[src/rtl/uart_pkg.sv]
// uart_pkg: shared constants and types for the icestick UART transmit path.
// Holds the default clock/baud figures, the derived bit and frame lengths,
// the arbiter state encoding and a small one-hot to index helper.
package uart_pkg;

  localparam int CLK_HZ       = 12000000;
  localparam int BAUD         = 115200;
  // Rounded up so a reserved bit period is never shorter than the real one
  localparam int CLKS_IN_BAUD = CLK_HZ / BAUD + 1;
  // Start + 8 data + stop, plus one bit period of guard
  localparam int FRAME_CLKS   = 11 * CLKS_IN_BAUD;

  typedef enum logic [1:0] {
    IDLE  = 2'd0,
    LOAD  = 2'd1,
    START = 2'd2,
    WAIT  = 2'd3
  } arb_state_t;

  // Index of the set bit in a one-hot vector (highest set bit if several)
  function automatic logic [2:0] onehot_to_idx(input logic [7:0] v);
    onehot_to_idx = 3'd0;
    for (int i = 0; i < 8; i++) begin
      if (v[i]) onehot_to_idx = 3'(i);
    end
  endfunction

endpackage

[src/rtl/uart_tx_arbiter_if.sv]
// uart_tx_arbiter_if: request/grant bundle between the byte producers and
// the UART transmit arbiter, plus the arbiter's drive towards uart_tx.
// master = producer side, slave = arbiter side.
interface uart_tx_arbiter_if #(
  parameter int N_REQ = 4
);

  logic [N_REQ-1:0]   req;
  logic [8*N_REQ-1:0] req_data;
  logic [N_REQ-1:0]   grant;
  logic               busy;
  logic [7:0]         tx_byte;
  logic               tx_enable;

  modport master (
    output req,
    output req_data,
    input  grant,
    input  busy,
    input  tx_byte,
    input  tx_enable
  );

  modport slave (
    input  req,
    input  req_data,
    output grant,
    output busy,
    output tx_byte,
    output tx_enable
  );

endinterface

[src/rtl/rr_pick.sv]
// rr_pick: combinational winner search. Returns the first set request bit
// at or above the pointer, wrapping to the lowest set bit when nothing at
// or above the pointer is requesting. A zero pointer gives fixed priority.
module rr_pick #(
  parameter int N_REQ = 4,
  parameter int PTR_W = $clog2(N_REQ)
) (
  input  logic [N_REQ-1:0] i_req,
  input  logic [PTR_W-1:0] i_ptr,
  output logic [N_REQ-1:0] o_win,
  output logic             o_valid
);

  logic [N_REQ-1:0] w_mask;
  logic [N_REQ-1:0] w_hi;
  logic [N_REQ-1:0] w_sel;

  // Keep only requesters at or above the pointer
  assign w_mask  = ~((N_REQ'(1) << i_ptr) - N_REQ'(1));
  assign w_hi    = i_req & w_mask;
  // Nobody above the pointer: wrap around to the whole request vector
  assign w_sel   = (w_hi != '0) ? w_hi : i_req;
  // Isolate the lowest set bit of the chosen vector
  assign o_win   = w_sel & (~w_sel + N_REQ'(1));
  assign o_valid = |i_req;

endmodule

[src/rtl/uart_tx_arbiter.sv]
// uart_tx_arbiter: shares one uart_tx serializer between N_REQ producers.
// A winner's byte is latched, uart_tx is started with a one-cycle pulse and
// further grants are blocked for a full frame, since uart_tx reports no
// busy/done. Define UART_ARB_FIXED_PRIO_EN for fixed lowest-index priority
// (no pointer register); otherwise arbitration is round-robin.
module uart_tx_arbiter #(
  parameter int N_REQ      = 4,
  parameter int CLK_HZ     = uart_pkg::CLK_HZ,
  parameter int BAUD       = uart_pkg::BAUD,
  parameter int FRAME_CLKS = 11 * (CLK_HZ / BAUD + 1)
) (
  input  logic                clk,
  input  logic                rst,
  uart_tx_arbiter_if.slave    bus
);

  import uart_pkg::*;

  localparam int PTR_W = $clog2(N_REQ);
  localparam int CNT_W = $clog2(FRAME_CLKS);

  arb_state_t       r_state;
  arb_state_t       w_state_next;
  logic [N_REQ-1:0] r_grant;
  logic [N_REQ-1:0] w_grant_next;
  logic             r_busy;
  logic             w_busy_next;
  logic             r_tx_enable;
  logic             w_tx_enable_next;
  logic [7:0]       r_tx_byte;
  logic [7:0]       w_tx_byte_next;
  logic [CNT_W-1:0] r_cnt;
  logic [CNT_W-1:0] w_cnt_next;

  logic [PTR_W-1:0] w_ptr;
  logic [N_REQ-1:0] w_win;
  logic             w_valid;
  logic [7:0]       w_sel_byte;
  logic [7:0]       w_byte_terms [N_REQ];

  rr_pick #(
    .N_REQ (N_REQ),
    .PTR_W (PTR_W)
  ) u_pick (
    .i_req   (bus.req),
    .i_ptr   (w_ptr),
    .o_win   (w_win),
    .o_valid (w_valid)
  );

  // One-hot winner gates its byte onto an OR bus
  for (genvar gi = 0; gi < N_REQ; gi++) begin : g_byte_mux
    assign w_byte_terms[gi] = bus.req_data[8*gi +: 8] & {8{w_win[gi]}};
  end

  // OR-reduce the gated bytes into the selected byte
  always_comb begin
    w_sel_byte = 8'h00;
    for (int i = 0; i < N_REQ; i++) begin
      w_sel_byte = w_sel_byte | w_byte_terms[i];
    end
  end

`ifdef UART_ARB_FIXED_PRIO_EN
  assign w_ptr = '0;
`else
  logic [PTR_W-1:0] r_ptr;
  logic [2:0]       w_win_idx;

  assign w_win_idx = onehot_to_idx(8'(w_win));
  assign w_ptr     = r_ptr;

  // Move the priority pointer just past each winner
  always_ff @(posedge clk or posedge rst) begin
    if (rst) begin
      r_ptr <= '0;
    end else if (r_state == IDLE && w_valid) begin
      r_ptr <= (w_win_idx == 3'(N_REQ - 1)) ? '0 : PTR_W'(w_win_idx + 3'd1);
    end
  end
`endif

  // Next state and next values of every registered output
  always_comb begin
    w_state_next     = r_state;
    w_grant_next     = '0;
    w_tx_enable_next = 1'b0;
    w_tx_byte_next   = r_tx_byte;
    w_cnt_next       = r_cnt;
    case (r_state)
      IDLE: begin
        // A request already present when WAIT ends is served right here
        if (w_valid) begin
          w_grant_next   = w_win;
          w_tx_byte_next = w_sel_byte;
          w_state_next   = LOAD;
        end
      end
      LOAD: begin
        w_state_next = START;
      end
      START: begin
        // Registered start pulse shows up in the first WAIT cycle,
        // two cycles after the grant becomes visible
        w_tx_enable_next = 1'b1;
        w_cnt_next       = '0;
        w_state_next     = WAIT;
      end
      WAIT: begin
        if (r_cnt == CNT_W'(FRAME_CLKS - 1)) begin
          w_state_next = IDLE;
        end else begin
          w_cnt_next = r_cnt + CNT_W'(1);
        end
      end
      default: begin
        w_state_next = IDLE;
      end
    endcase
    // busy tracks the state register: high in LOAD, START and WAIT
    w_busy_next = (w_state_next != IDLE);
  end

  // State and output registers; reset aborts any frame in progress
  always_ff @(posedge clk or posedge rst) begin
    if (rst) begin
      r_state     <= IDLE;
      r_grant     <= '0;
      r_busy      <= 1'b0;
      r_tx_enable <= 1'b0;
      r_tx_byte   <= 8'h00;
      r_cnt       <= '0;
    end else begin
      r_state     <= w_state_next;
      r_grant     <= w_grant_next;
      r_busy      <= w_busy_next;
      r_tx_enable <= w_tx_enable_next;
      r_tx_byte   <= w_tx_byte_next;
      r_cnt       <= w_cnt_next;
    end
  end

  assign bus.grant     = r_grant;
  assign bus.busy      = r_busy;
  assign bus.tx_enable = r_tx_enable;
  assign bus.tx_byte   = r_tx_byte;

endmodule
[src/flat_wrapper.sv]
// flat-port wrapper written by rule: the top's interface ports become plain ports
module uart_tx_arbiter_flat import uart_pkg::*;
#(
  parameter int N_REQ      = 4,
  parameter int CLK_HZ     = uart_pkg::CLK_HZ,
  parameter int BAUD       = uart_pkg::BAUD,
  parameter int FRAME_CLKS = 11 * (CLK_HZ / BAUD + 1)
)
  (clk, rst, bus_req, bus_req_data, bus_grant, bus_busy, bus_tx_byte, bus_tx_enable);
  uart_tx_arbiter_if #(.N_REQ(N_REQ)) bus_i ();
  input  logic clk;
  input  logic rst;
  input wire logic [$bits(bus_i.req)-1:0] bus_req;
  input wire logic [$bits(bus_i.req_data)-1:0] bus_req_data;
  output wire logic [$bits(bus_i.grant)-1:0] bus_grant;
  output wire logic [$bits(bus_i.busy)-1:0] bus_busy;
  output wire logic [$bits(bus_i.tx_byte)-1:0] bus_tx_byte;
  output wire logic [$bits(bus_i.tx_enable)-1:0] bus_tx_enable;
  assign bus_i.req = bus_req;
  assign bus_i.req_data = bus_req_data;
  assign bus_grant = bus_i.grant;
  assign bus_busy = bus_i.busy;
  assign bus_tx_byte = bus_i.tx_byte;
  assign bus_tx_enable = bus_i.tx_enable;
  uart_tx_arbiter #(.N_REQ(N_REQ), .CLK_HZ(CLK_HZ), .BAUD(BAUD), .FRAME_CLKS(FRAME_CLKS)) u_core (.clk(clk), .rst(rst), .bus(bus_i));
endmodule
[config.mk]
export PLATFORM = sky130hd
export DESIGN_NAME = uart_tx_arbiter_flat
export DESIGN_NICKNAME = d
export VERILOG_FILES = /design/src/rtl/uart_pkg.sv /design/src/rtl/uart_tx_arbiter_if.sv /design/src/rtl/rr_pick.sv /design/src/rtl/uart_tx_arbiter.sv /design/src/flat_wrapper.sv
export SDC_FILE = /design/constraint.sdc
export NUM_CORES = 1
export LEC_CHECK = 0
export CAP_MARGIN = 20
export CORE_UTILIZATION = 42
export CTS_CLUSTER_SIZE = 30
export DETAILED_ROUTE_END_ITERATION = 16
export PLACE_DENSITY = 0.76
export SETUP_SLACK_MARGIN = 0.05
export SLEW_MARGIN = 20
export SYNTH_ARGS = -nofsm -noshare
export SYNTH_HDL_FRONTEND = slang
export SYNTH_SLANG_ARGS = --single-unit
[constraint.sdc]
create_clock -name clk -period 1.39 [get_ports clk]
set_clock_uncertainty 0.05 [all_clocks]
set_input_delay 0.278 -clock clk [delete_from_list [all_inputs] [get_ports clk]]
set_output_delay 0.278 -clock clk [all_outputs]
set_load 0.05 [all_outputs]
## Word level (Yosys, flattened, before mapping)

Index checks and enable logic that the tools add are counted.

| operators by class | value |
|---|---|
| eq/ne operators | 6 |
| add/sub/neg operators | 4 |
| reductions and logical operators | 8 |
| shift operators | 1 |
| bitwise gates (word level) | 11 |
| multiplexer cells | 13 |

Operators with widths:

| kind | number |
|---|---|
| $and A8 B8 Y8 | 4 |
| $or A8 B8 Y8 | 3 |
| $pmux W11 S2 | 1 |
| $mux W4 | 3 |
| $add A11 B1 Y11 const B | 1 |
| $eq A11 B11 Y1 const B | 1 |
| $mux W11 | 1 |
| $mux W2 | 5 |
| $and A4 B4 Y4 | 2 |
| $not A4 Y4 | 2 |
| $pmux W2 S4 | 1 |
| $eq A2 B2 Y1 const B | 3 |
| $add A4 B1 Y4 const B | 1 |
| $reduce_and A2 Y1 | 2 |
| $reduce_bool A2 Y1 | 2 |
| $reduce_bool A4 Y1 | 1 |
| $reduce_or A4 Y1 | 1 |
| $shl A1 B2 Y4 const A | 1 |
| $sub A4 B2 Y4 const B | 1 |
| $add A2 B1 Y2 const B | 1 |
| $eq A2 B1 Y1 const B | 1 |
| $logic_not A2 Y1 | 1 |
| $mux W1 | 2 |
| $ne A2 B2 Y1 const B | 1 |
| $logic_and A1 B1 Y1 | 1 |

| storage, ports and cells | value |
|---|---|
| bits in registers | 29 |
| bits of input ports | 38 |
| word-level logic and storage cells | 50 |

## Longest topological paths before layout

Gate-level depths: netlist (run 1).

| logic depth | value |
|---|---|
| depth after elaboration | 14 |
| mapped depth | 6 |

## Hierarchy

Synthesis (run 1) repeated with hierarchy kept, for this count alone.

| second synthesis, totals | value |
|---|---|
| cell total of the unflattened synthesis | 165 |
| area, all modules | 1580.3 µm² |

Modules (own cells, without submodules):

| module | seq. area each (µm²) | area each (µm²) | times used | cells an instance |
|---|---|---|---|---|
| uart_tx_arbiter | 725.7 | 1462.7 | 1 | 146 |
| rr_pick | 0.0 | 117.6 | 1 | 19 |

## Worst setup path before layout (run 1)

Ideal clock, no wire load.

| timing | value |
|---|---|
| path type | reg2reg |
| start | reg u_core.r_cnt[0] |
| end | reg u_core.r_busy (netlist: u_core.bus.busy) |
| required time | 1.216 ns |
| period minus slack after synthesis | 1.513 ns |
| data arrival time | 1.339 ns |
| path buffers | 0 |
| cell stages (with the launch flop) | 7 |
| path slack | -0.123 ns |
| cell sequence | dfrtp_1 -> inv_1 -> ha_1 -> nor4b_2 -> nand3_2 -> o21ba_1 -> or2_1 |

| between the ends | value |
|---|---|
| longest elaborated chain between the ends | 4 |

RTL lines:

| item | RTL line | text |
|---|---|---|
| from (decl) | uart_tx_arbiter.sv:32 | `logic [CNT_W-1:0] r_cnt;` |
| from (signal assigned) | uart_tx_arbiter.sv:139 | `r_cnt <= w_cnt_next;` |
| $eq A11 B11 Y1 | uart_tx_arbiter.sv:110 | `if (r_cnt == CNT_W'(FRAME_CLKS - 1)) begin` |
| $mux W2 | uart_tx_arbiter.sv:110 |  |
| $pmux W2 S4 | uart_tx_arbiter.sv:90 | `case (r_state)` |
| net u_core.w_state_next[1] | uart_tx_arbiter.sv:23 | `arb_state_t w_state_next;` |
| $reduce_bool A2 Y1 | uart_tx_arbiter.sv:121 | `w_busy_next = (w_state_next != IDLE);` |
| net u_core.w_busy_next | uart_tx_arbiter.sv:27 | `logic w_busy_next;` |
| to (signal assigned) | uart_tx_arbiter.sv:136 | `r_busy <= w_busy_next;` |
| to (decl) | uart_tx_arbiter.sv:26 | `logic r_busy;` |

The timed path passes the listed nets, and every way through them passes these cells.
A chain may end at the register's enable or synchronous reset.

## Worst setup path after layout (run 1)

| timing | value |
|---|---|
| start | reg u_core.r_ptr[1] |
| end | reg u_core.r_tx_byte[5] (netlist: u_core.bus.tx_byte[5]) |

| between the ends | value |
|---|---|
| longest elaborated chain between the ends | 13 |
| elaborated cells on any way between the ends | 16 |
| those cells by class | add/sub (2); shift (1); mux (1); bitwise (11); reduce/logical (1) |

RTL lines:

| item | RTL line | text |
|---|---|---|
| from (decl) | uart_tx_arbiter.sv:67 | `logic [PTR_W-1:0] r_ptr;` |
| from (signal assigned) | uart_tx_arbiter.sv:78 | `r_ptr <= (w_win_idx == 3'(N_REQ - 1)) ? '0 : PTR_W'(w_win_idx + 3'd1);` |
| $shl A1 B2 Y4 (*) | rr_pick.sv:19 | `assign w_mask = ~((N_REQ'(1) << i_ptr) - N_REQ'(1));` |
| $sub A4 B2 Y4 (*) | rr_pick.sv:19 |  |
| $not A4 Y4 (*) | rr_pick.sv:19 |  |
| $and A4 B4 Y4 (*) | rr_pick.sv:20 | `assign w_hi = i_req & w_mask;` |
| $reduce_bool A4 Y1 | rr_pick.sv:22 | `assign w_sel = (w_hi != '0) ? w_hi : i_req;` |
| $mux W4 (*) | rr_pick.sv:22 |  |
| $not A4 Y4 | rr_pick.sv:24 | `assign o_win = w_sel & (~w_sel + N_REQ'(1));` |
| $add A4 B1 Y4 | rr_pick.sv:24 |  |
| $and A4 B4 Y4 (*) | rr_pick.sv:24 |  |
| $and A8 B8 Y8 | uart_tx_arbiter.sv:53 | `assign w_byte_terms[gi] = bus.req_data[8*gi +: 8] & {8{w_win[gi]}};` |
| $or A8 B8 Y8 (2 in series) | uart_tx_arbiter.sv:60 | `w_sel_byte = w_sel_byte \| w_byte_terms[i];` |
| $or A8 B8 Y8 (*) | uart_tx_arbiter.sv:60 |  |
| to (signal assigned) | uart_tx_arbiter.sv:138 | `r_tx_byte <= w_tx_byte_next;` |
| to (decl) | uart_tx_arbiter.sv:30 | `logic [7:0] r_tx_byte;` |

Every way passes the cells marked *; elsewhere a longest branch is shown, timed or not.

==> results of run 1 <==
-- area by class of cell --
type | instances | area [µm²]
multi-input combinational | 131 | 1220
clock buffer | 7 | 86.3
tap | 48 | 60.1
timing repair buffer | 95 | 1030
inverter | 6 | 22.5
sequential | 29 | 732
fill | 201 | 564
-- flip-flops by register name (all words and copies together) (netlist names) --
register and flops:
u_core.r_cnt 11, u_core.r_ptr 2, u_core.r_state 2, u_core.bus.grant 4
u_core.bus.busy 1, u_core.bus.tx_enable 1, u_core.bus.tx_byte 8
-- critical path, delay by kind of cell, from the launching register on --
family / cells / cell delay [ps]
AND/OR/NAND/NOR: 1 / 120
AO/OA/AOI/OAI: 3 / 620
buffers and inverters: 1 / 200
flip-flops: 1 / 450
-- cell usage after synthesis, types with 2 or more instances --
library cell	n
a21oi_1	5
o21ai_0	3
dfrtp_1	29
nand3_1	12
buf_2	6
nand2_1	9
inv_1	6
mux2i_1	2
or2_1	3
nor4_1	2
nand2b_1	2
or3_1	4
a32oi_1	8
ha_1	2
o22ai_1	4
nor2b_1	7
nor3_1	3
nor2_1	16
a41oi_1	8
and3_1	2
a31oi_1	9
clkbuf_1	3
o21ai_1	5
a21o_1	4
-- through the flow --
| stage | utilization [%] | setup slack (ps) | cells |
|---|---|---|---|
| after floorplan | - | -99.1 | 172 |
| after global placement | 68.7 | -510 | 292 |
| after detailed placement | 68.7 | -561 | 292 |
| after CTS | 79.5 | -116 | 310 |
| after global routing | 84.8 | -234 | 316 |
| final | 84.8 | -189 | 316 |
-- what timing repair did --
action / 4_1_cts / 5_1_grt
setup endpoints to repair: 25 / 27
resized for setup: 50 / 29
buffers inserted: 7 / 6
cloned: 4 / 1
pin swaps: 17 / 29
-- power groups by stage --
stage	Combinational (mW)	Clock, mW	Sequential (mW)
final	0.431	0.702	0.863
after global routing	0.450	0.750	0.862
after CTS	0.371	0.696	0.862
after detailed placement	0.273	0	0.874
after global placement	0.269	0	0.875
after floorplan	0.116	0	0.867
-- metal layers --
layer | track usage [%] | part of all wire [%] | up-vias
met3 | 8.10 | 8.3 | 45
met1 | 34.8 | 35 | 981
met2 | 54.5 | 51 | 148
met4 | 12.8 | 5.3 | 0
li1 | - | - | 857
met5 | 0 | 0 | -
-- cell families after synthesis --
logic type | after synthesis
XOR/XNOR | 2
adder cells (fa/ha/maj) | 2
flip-flops | 29
multiplexers | 2
AO/OA/AOI/OAI | 54
AND/OR/NAND/NOR | 67
buffers and inverters | 16
-- final timing paths --
path	from	to	slack (ps)	cells after the start
worst max-delay path	u_core.r_ptr[1]	u_core.bus.tx_byte[5]	-190	5
worst min-delay path	rst	u_core.bus.tx_enable	280	3
worst max register to register	u_core.r_ptr[1]	u_core.bus.tx_byte[5]	-190	5
worst min register to register	u_core.r_ptr[1]	u_core.r_ptr[1]	540	2
max in group asynchronous	rst	u_core.r_cnt[1]	820	3
min in group clk	u_core.r_ptr[1]	u_core.r_ptr[1]	540	2
==> out/summary.json, run 1 <==
{
  "post_synth.cell_area_avg_um2": 9.54,
  "yosys.area.top_type": "dfrtp_1",
  "die_area_um2": 4160,
  "aggregate_global_routing_overflow": 0,
  "net_count_of_the_mapped_netlist": 212,
  "timing.final.max_slew_violations": 0,
  "dp_hpwl_um": 3380,
  "worst_slew_pin_slew_ps": 376,
  "synth_simple_gate_area_share_pct": 22.2,
  "start_kind": "flop",
  "critPathSlowestCell": "dfrtp_2",
  "share_of_synthesized_registers_carrying_an_async_set_or_reset_pct": 100,
  "clock_tree.buffer_depth": 2,
  "synth_enable_flop_cells": 0,
  "grt.total_usage_pct": 30.8,
  "synthCells": 172,
  "weighted_congestion_reported_at_the_end_of_routability_driven_placement": 0.930,
  "peakVddDrop_uv": 391,
  "fp-row-count": 22,
  "antenna_found_initial": 0,
  "min_period_ps": 1580,
  "coreArea_um2": 3720,
  "hold_ws_ps": 282,
  "routed_wire_length_per_instance_um": 21.6,
  "detailed_route_wire_length_um": 6830,
  "clock_latency_ps": 280,
  "timing.critical_path.fanout_max": 6,
  "num_antenna_cells": 0,
  "most_common_cell_after_layout_fill_and_taps_aside": "buf_4",
  "route.vias.total": 2031,
  "timing.fmax_ghz": 0.633,
  "netlist_cell_types": 42,
  "combinationalPowerShare_pct": 21.6,
  "hold_path_class": "in -> async",
  "drt_first_iter_violations": 157,
  "number_of_warnings_issued_by_yosys": 0,
  "seq_power_share_pct": 43.2,
  "synth_seq_cells": 29,
  "unrepaired_setup_endpoints_after_global_routing": "yes",
  "final_hold_viol_count": 0,
  "max_cap_viol_count": 0,
  "detailed_place.area_um2": 2550,
  "synth_compound_gate_area_share_pct": 25.2,
  "layout.cells.most_common_list": "34 x buf_4, 33 x clkdlybuf4s50_1, 24 x dfrtp_1",
  "clock_network_fraction_of_design_power_pct": 35.2,
  "place.port_buffers": 51,
  "min_period_over_period_pct": 114,
  "initial_core_util_pct": 44.2,
  "drcViolationCount": 0,
  "tritoncts": "yes",
  "finish.instance_area_um2": 3150,
  "timing.critical_path.arrival_ps": 1680,
  "critPathRequiredTime_ps": 1490,
  "fin_total_pwr_mw": 2.00,
  "synth_adder_area_share_pct": 1.52,
  "first_global_vias": 1903,
  "cts_sinks": 29,
  "final.setup.tns_ps": -1810,
  "synth_mux_area_share_pct": 1.22,
  "violated_checks": "setup timing",
  "area_share_of_xor_xnor_cells_in_the_synthesized_design_pct": 1.07,
  "post_drt_via_cell_ratio": 6.43,
  "p_per_area_nw_per_um2": 633,
  "drt_pass1_iterations": 5,
  "drtAntennaViolNets": 0,
  "layout-drive-gt1-share_pct": 45.5,
  "netlist_top_cells_area": "dfrtp_1 44%, a32oi_1 4.3%, a41oi_1 4.3%",
  "timing.critical_path.cells": "buf_4 > nand2b_4 > o221ai_4 > a32oi_2 > a31oi_2",
  "post_cts_clock_slew_at_the_launch_and_capture_registers_of_the_worst_setup_and_hold_paths_ps": 60,
  "critPathMaxStageDelay_ps": 450,
  "cts_inserted_buffers": 5,
  "die_height_um": 64.5,
  "synthesis.area_um2": 1640,
  "num-nets-final": 308,
  "synth.top_cell.area_share_pct": 44.2,
  "synth-seq-area-share_pct": 44.2,
  "grt_max_degree": 30,
  "status": "complete, but fails checks",
  "die-width_um": 64.5,
  "critical_path.endpoint_type": "flop",
  "endpoints_failing_setup": 18,
  "grt_pass1_wl_um": 9450,
  "top_level_ports": 52,
  "hold_buffers": 0,
  "worst-setup-path-type": "reg -> reg",
  "final_critical_path_setup_slack_ps": -189,
  "leakagePower_nw": 1.34,
  "cts.htree.levels": 2,
  "synth_top_flop_cell": "dfrtp_1",
  "sw_frac_of_total_pct": 26.6,
  "cell_internal_pwr_mw": 1.46,
  "relSlewSlack_pct": 74.8,
  "area_growth_syn_to_layout_pct": 92.0,
  "power_switching_mw": 0.532,
  "dominant_combinational_cell_family_by_area_after_synthesis": "compound AO/OA/AOI/OAI gates",
  "cts-root-buf": "clkbuf_8"
}
(Power assumes the default switching activity.)
==> run 2: changes to the inputs <==
--- a/config.mk
+++ b/config.mk
@@ -5,11 +5,11 @@
 export SDC_FILE = /design/constraint.sdc
 export NUM_CORES = 1
 export LEC_CHECK = 0
-export CAP_MARGIN = 20
-export CORE_UTILIZATION = 42
+export CAP_MARGIN = 10
+export CORE_UTILIZATION = 35
 export CTS_CLUSTER_SIZE = 30
 export DETAILED_ROUTE_END_ITERATION = 16
-export PLACE_DENSITY = 0.76
+export PLACE_DENSITY = 0.66
 export SETUP_SLACK_MARGIN = 0.05
 export SLEW_MARGIN = 20
 export SYNTH_ARGS = -nofsm -noshare
==> run 2 against run 1 <==
The flow still finishes with violations (setup timing). Worst setup slack better by 71 ps. Routed wire length down 11%. Sequential share of layout area down 0.12 points. Die area up 19%. Clock-buffer cell count unchanged. Worst hold slack worse by 12 ps. Global-route usage down 8.1 points. Power up 12%. First-iteration DRC count down 37%. Critical endpoint is now u_core.bus.busy.
==> out/summary.json, run 2 (synthesis results as in run 1) <==
{
  "timing.critical_path.cells": "inv_2 > ha_4 > nor4b_4 > nand3_2 > o21ba_1 > or2_1",
  "critPathMaxStageDelay_ps": 400,
  "unrepaired_setup_endpoints_after_global_routing": "yes",
  "cts-root-buf": "clkbuf_8",
  "post_drt_via_cell_ratio": 5.66,
  "crit_cells": 6,
  "cts.htree.levels": 2,
  "die_area_um2": 4970,
  "grt.total_usage_pct": 22.6,
  "detailed_place.area_um2": 2590,
  "weighted_congestion_reported_at_the_end_of_routability_driven_placement": 0.753,
  "cts_inserted_buffers": 5,
  "timing.critical_path.fanout_max": 3,
  "clock_latency_ps": 290,
  "crit_family": "simple AND/OR/NAND/NOR gates",
  "drt_pass1_iterations": 4,
  "largest_register": "u_core.r_cnt",
  "most_common_cell_after_layout_fill_and_taps_aside": "buf_4",
  "num_antenna_cells": 0,
  "fp-row-count": 24,
  "die-width_um": 70.5,
  "grt_pass1_wl_um": 8560,
  "drt_first_iter_violations": 99,
  "timing.final.max_slew_violations": 0,
  "layout.cells.most_common_list": "34 x buf_4, 33 x clkdlybuf4s50_1, 24 x dfrtp_1",
  "hold_buffers": 0,
  "top_level_ports": 52,
  "violated_checks": "setup timing",
  "timing.fmax_ghz": 0.663,
  "endpoints_failing_setup": 20,
  "highest-signal-layer": "met4",
  "cts_sinks": 29,
  "p_per_area_nw_per_um2": 708,
  "layout-drive-gt1-share_pct": 47.0,
  "endpoint": "u_core.bus.busy",
  "first_global_vias": 1830,
  "critPathRequiredTime_ps": 1510,
  "ff2ff_setup_slack_ps": -120,
  "start_kind": "flop",
  "die_height_um": 70.5,
  "pre_cts_slack_ps": -540,
  "min_period_ps": 1510,
  "cp_num_buf_inv": 1,
  "coreArea_um2": 4440,
  "area_growth_syn_to_layout_pct": 93.0,
  "leakagePower_nw": 1.35,
  "peakVddDrop_uv": 357,
  "route.vias.total": 1824,
  "aggregate_global_routing_overflow": 0,
  "largest_register_ff_count": 11,
  "finish.instance_area_um2": 3170,
  "routed_wire_length_per_instance_um": 18.8,
  "drtAntennaViolNets": 0,
  "num-nets-final": 309,
  "worst-setup-path-type": "reg -> reg",
  "cp-startpoint": "u_core.r_cnt[0]",
  "tritoncts": "yes",
  "final_hold_viol_count": 0,
  "post_cts_clock_slew_at_the_launch_and_capture_registers_of_the_worst_setup_and_hold_paths_ps": 70,
  "r2r.worst_path.cells": 6,
  "critPathSlowestCell": "dfrtp_1",
  "max_cap_viol_count": 0,
  "place.port_buffers": 51,
  "met3_length_um": 441,
  "met2RoutedLength_um": 3210,
  "drcViolationCount": 0,
  "min_period_over_period_pct": 108,
  "relSlewSlack_pct": 76.2,
  "worst_slew_pin_slew_ps": 356,
  "status": "complete, but fails checks",
  "reg2reg_to": "u_core.bus.busy",
  "timing.critical_path.arrival_ps": 1630,
  "critical_path.endpoint_type": "flop",
  "final_critical_path_setup_slack_ps": -118,
  "hold_path_class": "in -> async",
  "grt_max_degree": 30,
  "antenna_found_initial": 0,
  "initial_core_util_pct": 36.9,
  "clock_tree.buffer_depth": 2,
  "detailed_route_wire_length_um": 6060,
  "worst_flop_to_flop_path_startpoint": "u_core.r_cnt[0]",
  "dp_hpwl_um": 3470,
  "drt-met1-wl_um": 2260
}
-- run 2: cell types whose count changed in the layout (fill, tap and decap cells not counted), sizes merged --
cell and change:
buf +1, bufinv +1, or2 -1, clkbuf +1
-- run 2: report_power, final --
part           switching [mW]  internal (mW)  leakage (nW)  total [mW]
Sequential             0.0128          0.849         0.358       0.862
Clock                   0.349          0.584        0.0585       0.934
Combinational           0.207          0.242         0.932       0.449
Total                   0.569           1.68          1.35        2.24
-- run 2: repair_timing --
| item | in CTS | in global routing |
|---|---|---|
| gates resized for setup | 38 | 34 |
| cloned | 2 | 3 |
| setup buffers | 7 | 5 |
| endpoints found under the setup margin | 27 | 28 |
| pin swaps | 18 | 17 |
-- run 2: layer usage --
layer | vias to the layer above | track usage, %
met5 | - | 0
met4 | 0 | 7.71
met3 | 15 | 8.37
met2 | 81 | 41.5
met1 | 872 | 23.6
li1 | 856 | -
-- run 2: tightest hold or removal path, delay by kind of cell --
family                 cells  cell delay (ps)
buffers and inverters      3              680
-- run 2: how the worst min path moves through the flow --
| stage | from | slack (ps) | end | cells past startpoint |
|---|---|---|---|---|
| after detailed placement | u_core.r_cnt[10] | 450 | u_core.r_cnt[10] | 1 |
| after CTS | rst | 280 | u_core.r_cnt[8] | 3 |
| after global routing | rst | 290 | u_core.bus.grant[1] | 3 |
| after global placement | u_core.r_cnt[10] | 450 | u_core.r_cnt[10] | 1 |
| final | rst | 270 | u_core.r_cnt[8] | 3 |
| after floorplan | rst | 310 | u_core.bus.busy | 1 |
-- run 2: cell type report --
cell class                      count  area (µm²)
Clock buffer                        7        86.3
Clock inverter                      1        30.0
Timing Repair Buffer               97        1070
Fill cell                         307        1280
Tap cell                           52        65.1
Inverter                            6        22.5
Sequential cell                    29         732
Multi-Input combinational cell    130        1160
-- run 2: through the flow --
stage          instances  power [mW]  setup TNS [ps]  util (%)  hold slack [ps]
2_1_floorplan        172       0.984            -102         -              306
3_3_place_gp         299        1.16           -7250      58.4              447
3_5_place_dp         299        1.16           -7610      58.4              449
4_1_cts              316        2.19           -1230      66.5              281
5_1_grt              322        2.31           -2500      71.3              291
6_report             322        2.24           -1290      71.3              271
